<file path="src/rtl/histogram_frame_sequencer.sv">
// histogram_frame_sequencer
// Per-frame controller for the auto-threshold pipeline. Each frame: clear the
// histogram RAM, grant it to the pixel accumulator for one frame, let the
// accumulator RMW pipeline drain, run the cumulative-histogram engine, and
// publish its threshold/max results.
module histogram_frame_sequencer #(
  parameter int WORD_SIZE    = 20,
  parameter int DRAIN_CYCLES = 4,
  parameter int TIMEOUT      = 1024
) (
  input  logic                 iClk,
  input  logic                 iRst_n,
  input  logic                 iEnable,
  input  logic                 iFrameStart,
  input  logic                 iFrameEnd,
  output logic                 oHistClrWE,
  output logic [7:0]           oHistClrAddr,
  output logic [WORD_SIZE-1:0] oHistClrData,
  output logic                 oAccumEn,
  output logic                 oCumStart,
  output logic                 oCumRestart,
  input  logic                 iCumDone,
  input  logic [7:0]           iCumThreshold,
  input  logic [19:0]          iCumMaxValue,
  output logic [7:0]           oThreshold,
  output logic [19:0]          oMaxValue,
  output logic                 oResultValid,
  output logic                 oBusy,
  output logic [7:0]           oFramesDropped,
  output logic                 oTimeout
);

  localparam int DCW = $clog2(DRAIN_CYCLES) + 1;
  localparam int TCW = $clog2(TIMEOUT) + 1;

  typedef enum logic [2:0] {
    S_IDLE,
    S_CLEAR,
    S_ARMED,
    S_ACCUM,
    S_DRAIN,
    S_START_CUM,
    S_WAIT_DONE,
    S_ACK
  } state_t;

  state_t           r_state;
  logic             r_clr_we;
  logic [7:0]       r_clr_addr;
  logic             r_accum_en;
  logic             r_cum_start;
  logic             r_cum_restart;
  logic [7:0]       r_threshold;
  logic [19:0]      r_max_value;
  logic             r_result_valid;
  logic             r_busy;
  logic [7:0]       r_frames_dropped;
  logic             r_timeout;
  logic [DCW-1:0]   r_drain_cnt;
  logic [TCW-1:0]   r_wait_cnt;

  // Sequencer FSM; every output is a register updated alongside the state
  always_ff @(posedge iClk or negedge iRst_n) begin
    if (!iRst_n) begin
      r_state          <= S_IDLE;
      r_clr_we         <= 1'b0;
      r_clr_addr       <= 8'd0;
      r_accum_en       <= 1'b0;
      r_cum_start      <= 1'b0;
      r_cum_restart    <= 1'b0;
      r_threshold      <= 8'd0;
      r_max_value      <= 20'd0;
      r_result_valid   <= 1'b0;
      r_busy           <= 1'b0;
      r_frames_dropped <= 8'd0;
      r_timeout        <= 1'b0;
      r_drain_cnt      <= '0;
      r_wait_cnt       <= '0;
    end else begin
      // Single-cycle strobes fall back low unless re-asserted below
      r_cum_start    <= 1'b0;
      r_cum_restart  <= 1'b0;
      r_result_valid <= 1'b0;
      case (r_state)
        S_IDLE: begin
          if (iEnable) begin
            r_state    <= S_CLEAR;
            r_clr_we   <= 1'b1;
            r_clr_addr <= 8'd0;
            r_busy     <= 1'b1;
          end
        end
        S_CLEAR: begin
          if (iFrameStart && (r_frames_dropped != 8'hFF))
            r_frames_dropped <= r_frames_dropped + 8'd1;
          // Natural 8-bit wrap leaves the address at 0 for the next clear
          r_clr_addr <= r_clr_addr + 8'd1;
          if (r_clr_addr == 8'hFF) begin
            r_clr_we <= 1'b0;
            r_state  <= S_ARMED;
          end
        end
        S_ARMED: begin
          if (iFrameStart) begin
            r_state    <= S_ACCUM;
            r_accum_en <= 1'b1;
          end else if (!iEnable) begin
            r_state <= S_IDLE;
            r_busy  <= 1'b0;
          end
        end
        S_ACCUM: begin
          // End of frame takes priority over a coincident start
          if (iFrameEnd) begin
            r_accum_en  <= 1'b0;
            r_drain_cnt <= '0;
            r_state     <= S_DRAIN;
          end else if (iFrameStart && (r_frames_dropped != 8'hFF)) begin
            r_frames_dropped <= r_frames_dropped + 8'd1;
          end
        end
        S_DRAIN: begin
          if (r_drain_cnt == DCW'(DRAIN_CYCLES - 1)) begin
            r_state     <= S_START_CUM;
            r_cum_start <= 1'b1;
          end else begin
            r_drain_cnt <= r_drain_cnt + 1'b1;
          end
        end
        S_START_CUM: begin
          r_wait_cnt <= '0;
          r_state    <= S_WAIT_DONE;
        end
        S_WAIT_DONE: begin
          if (iCumDone) begin
            r_threshold    <= iCumThreshold;
            r_max_value    <= iCumMaxValue;
            r_cum_restart  <= 1'b1;
            r_result_valid <= 1'b1;
            r_state        <= S_ACK;
          end else if (r_wait_cnt == TCW'(TIMEOUT - 1)) begin
            r_timeout     <= 1'b1;
            r_cum_restart <= 1'b1;
            r_state       <= S_ACK;
          end else begin
            r_wait_cnt <= r_wait_cnt + 1'b1;
          end
        end
        S_ACK: begin
          if (iEnable) begin
            r_state    <= S_CLEAR;
            r_clr_we   <= 1'b1;
            r_clr_addr <= 8'd0;
          end else begin
            r_state <= S_IDLE;
            r_busy  <= 1'b0;
          end
        end
        default: begin
          r_state <= S_IDLE;
          r_busy  <= 1'b0;
        end
      endcase
    end
  end

  assign oHistClrWE     = r_clr_we;
  assign oHistClrAddr   = r_clr_addr;
  assign oHistClrData   = '0;
  assign oAccumEn       = r_accum_en;
  assign oCumStart      = r_cum_start;
  assign oCumRestart    = r_cum_restart;
  assign oThreshold     = r_threshold;
  assign oMaxValue      = r_max_value;
  assign oResultValid   = r_result_valid;
  assign oBusy          = r_busy;
  assign oFramesDropped = r_frames_dropped;
  assign oTimeout       = r_timeout;

endmodule
</file>
<file path="config.mk">
export PLATFORM = sky130hd
export DESIGN_NAME = histogram_frame_sequencer
export DESIGN_NICKNAME = d
export VERILOG_FILES = /design/src/rtl/histogram_frame_sequencer.sv
export SDC_FILE = /design/constraint.sdc
export NUM_CORES = 1
export LEC_CHECK = 0
export ABC_AREA = 1
export BUFFER_PORTS_ARGS = -buffer_cell sky130_fd_sc_hd__buf_2
export CORE_ASPECT_RATIO = 1.1
export CORE_MARGIN = 3
export CORE_UTILIZATION = 52
export DETAILED_ROUTE_END_ITERATION = 8
export HOLD_SLACK_MARGIN = 0.08
export PLACE_DENSITY = 0.84
export SLEW_MARGIN = 20
export SYNTH_ARGS = -nofsm -noshare
export SYNTH_HDL_FRONTEND = slang
export SYNTH_SLANG_ARGS = --single-unit
</file>
<file path="constraint.sdc">
create_clock -name iClk -period 1.6 [get_ports iClk]
set_input_delay 0.16 -clock iClk [delete_from_list [all_inputs] [get_ports iClk]]
set_output_delay 0.16 -clock iClk [all_outputs]
set_load 0.01 [all_outputs]
</file>
==> results_dict.tcl <==
set metrics [dict create \
    place.detailed.hpwl_mm 5.81 \
    cp.required_ns 1.83 \
    leakagePower_nw 2.52 \
    placed_cell_area_mm2 0.00408 \
    final.fill_count 462 \
    relSlewSlack 0.591 \
    area_delta_synth_final_pct 29.5 \
    die_h_um 93.1 \
    num_vias 3399 \
    start_util 0.541 \
    overflow 0 \
    critPathKind "flop to flop" \
    portBuffers 84 \
    ys_ff_latch 68 \
    ios 105 \
    drive_above_1_share 0.274 \
    cap_violations 0 \
    power_mw 7.22 \
    startpoint_type "flop" \
    antenna_found_initial 0 \
    die_w_um 85.2 \
    dp_cells 606 \
    layout_setup_ws_ns 0.0847 \
    final_nets 607 \
    synthCells 438 \
    grt_use_met2 0.434 \
    path_cells "ha_1 > nand3_1 > nor2_2 > nand3_1 > nand3_4 > buf_4 > xor2_1" \
    cts_buffer_depth 2 \
    switchingPower_mw 3.05 \
    setup_viol 0 \
    cp_top_family "flip-flops" \
    synth_cell_types 37 \
    crit_fanout 7 \
    slew_viol_final 0 \
    place_worst_setup_slack_ns 0.0462 \
    grt-busiest-layer "met2" \
    root_buffer "clkbuf_8" \
    die_area_mm2 0.00793 \
    layout.cells.most_common "nand2_1" \
    period_minus_slack_ns 1.52 \
    wl_mm 9.87 \
    holdCritPathClass "input port to flop" \
    critPathCaptureType "flop" \
    finalHoldViolCount 0 \
    seq_area_mm2 0.00171 \
    outcome "complete, no violations" \
    fin_cells 655 \
    drc 0 \
    grt_usage 0.244 \
    layout_common_cells "175 x nand2_1, 84 x buf_2, 65 x dfrtp_1" \
    cts.clk_slew.worst_paths_ns 0.09 \
    grt_pass1_vias 3180 \
    p_sw_frac 0.423 \
    holdWs_ns 0.125 \
    crit_path_frequent_cell "nand3_1" \
    worst_pin_slew_ns 0.614 \
    crit_cells 7 \
    numClockSinks 68 \
    drt_pass1_iterations 5 \
    core_region_area_mm2 0.00663 \
    h-tree-depth 3 \
    seq_power_share 0.385 \
    power_density_mw_per_mm2 1550 \
    cp.buffers_inverters 1 \
    post_drt_wl_per_cell_um 15.1 \
    diodes 0 \
    avgSynthCellArea_um2 8.19 \
    crit_slowest_cell "dfrtp_2" \
    yosysSeqAreaShare 0.475 \
    multi_input_area_mm2 0.00163 \
    fin_worst_skew_ns 0.0108 \
    grt_pass1_wl_mm 15.4 \
    cts_tree "yes" \
    numCtsBuffers 9 \
    clock_latency_ns 0.34 \
    ant_nets 0 \
    fmax_ghz 0.660 \
    reg2regPathDepth 7 \
    cp.arrival_ns 1.75 \
    slowest_delay_ns 0.44 \
    p_clk_frac 0.200 \
    power.internal_mw 4.16 \
    rows 31 \
    drt_iter0_drc 254 \
    hold_depth 3 \
    irDropWorstVdd_mv 0.928 \
    grt_max_degree 30 \
    netlist_area_mm2 0.00359 \
    timing.final.crit_share 0.947 \
    viasPerCell 5.19 \
    synth_warnings 0 \
    design_area_mm2 0.00464 \
    gp_congestion 0.881 \
    comb_power_share 0.416 \
    grtUsageMet1 0.289 \
    use_met3 0.0432 \
]
## registers in the layout, indices dropped and copies added, names as in the netlist, 3 cells and up
signal          cells
r_drain_cnt         3
r_state             3
r_wait_cnt         11
oMaxValue          20
oHistClrAddr        8
oFramesDropped      8
oThreshold          8
## power groups by stage
stage | Combinational [mW] | Clock (mW) | Sequential, mW
2_1_floorplan | 1.64 | 0 | 2.89
3_3_place_gp | 2.59 | 0 | 2.70
4_1_cts | 2.76 | 1.44 | 2.71
3_5_place_dp | 2.69 | 0 | 2.73
6_report | 3.00 | 1.44 | 2.78
5_1_grt | 3.29 | 1.53 | 2.84
## per-layer routing
metal,part of all wire,vias to the layer above
met5,0,-
met4,0.021,0
met3,0.070,25
met2,0.53,167
met1,0.38,1594
li1,-,1613
## worst reg2reg max path, delay by kind of cell, from the launching register on
kind	cells	cell delay, ns
xor+xnor	1	0.13
buf+inv	1	0.17
fa+ha+maj	1	0.23
flops	1	0.44
simple gates	4	0.44
## path summary, 6_finish.rpt
check / start / end / slack, ns
max: oFramesDropped[1] / oFramesDropped[0] / 0.08
min: iEnable / oBusy / 0.12
max reg2reg: oFramesDropped[1] / oFramesDropped[0] / 0.08
min reg2reg: oMaxValue[6] / oMaxValue[6] / 0.49
max in group asynchronous: iRst_n / oMaxValue[5] / 0.68
min in group asynchronous: iRst_n / oFramesDropped[3] / 0.35
## cell families after synthesis
kind of cell | synth area share
flops | 0.475
fa+ha+maj | 0.0174
xor+xnor | 0.0244
simple gates | 0.327
buf+inv | 0.104
other cells | 0.00105
compound gates | 0.0492
mux | 0.00279
## synthesized netlist by cell type (all sizes together)
cell type	instances	area share
a21oi	7	0.011
nand2	181	0.20
o21ai	21	0.032
o31ai	1	0.0021
buf	32	0.069
xnor2	3	0.0073
o22ai	1	0.0017
xor2	7	0.017
inv	32	0.034
nand4	15	0.030
nand3b	3	0.0063
nor2	26	0.039
nand3	29	0.050
mux2i	1	0.0028
o21bai	1	0.0021
ha	5	0.017
dfrtp	68	0.47
conb	1	0.0010
nor3	2	0.0028
or2	1	0.0017
nor4	1	0.0017
## area by class of cell
| class | count | share of cell area |
|---|---|---|
| Clock buffer | 9 | 0.0267 |
| Clock inverter | 7 | 0.0162 |
| Inverter | 32 | 0.0264 |
| Multi-Input combinational cell | 326 | 0.351 |
| Sequential cell | 68 | 0.367 |
| Tap cell | 82 | 0.0221 |
| Timing Repair Buffer | 131 | 0.190 |
## per-stage QoR
step | TNS, ns | util
global placement | 0 | 0.615
CTS | 0 | 0.689
floorplan | 0 | -
finish | 0 | 0.700
global route | -0.0101 | 0.700
detailed placement | 0 | 0.615
## timing repair
action                                  CTS  global route
pin swaps                                 0             1
hold endpoints to repair                 50             0
resized for setup                         1            12
hold buffers                             29             0
cloned                                    0             1
endpoints found under the setup margin    1            14
buffers inserted                          0             3
Power figures use the tool's default switching activity.
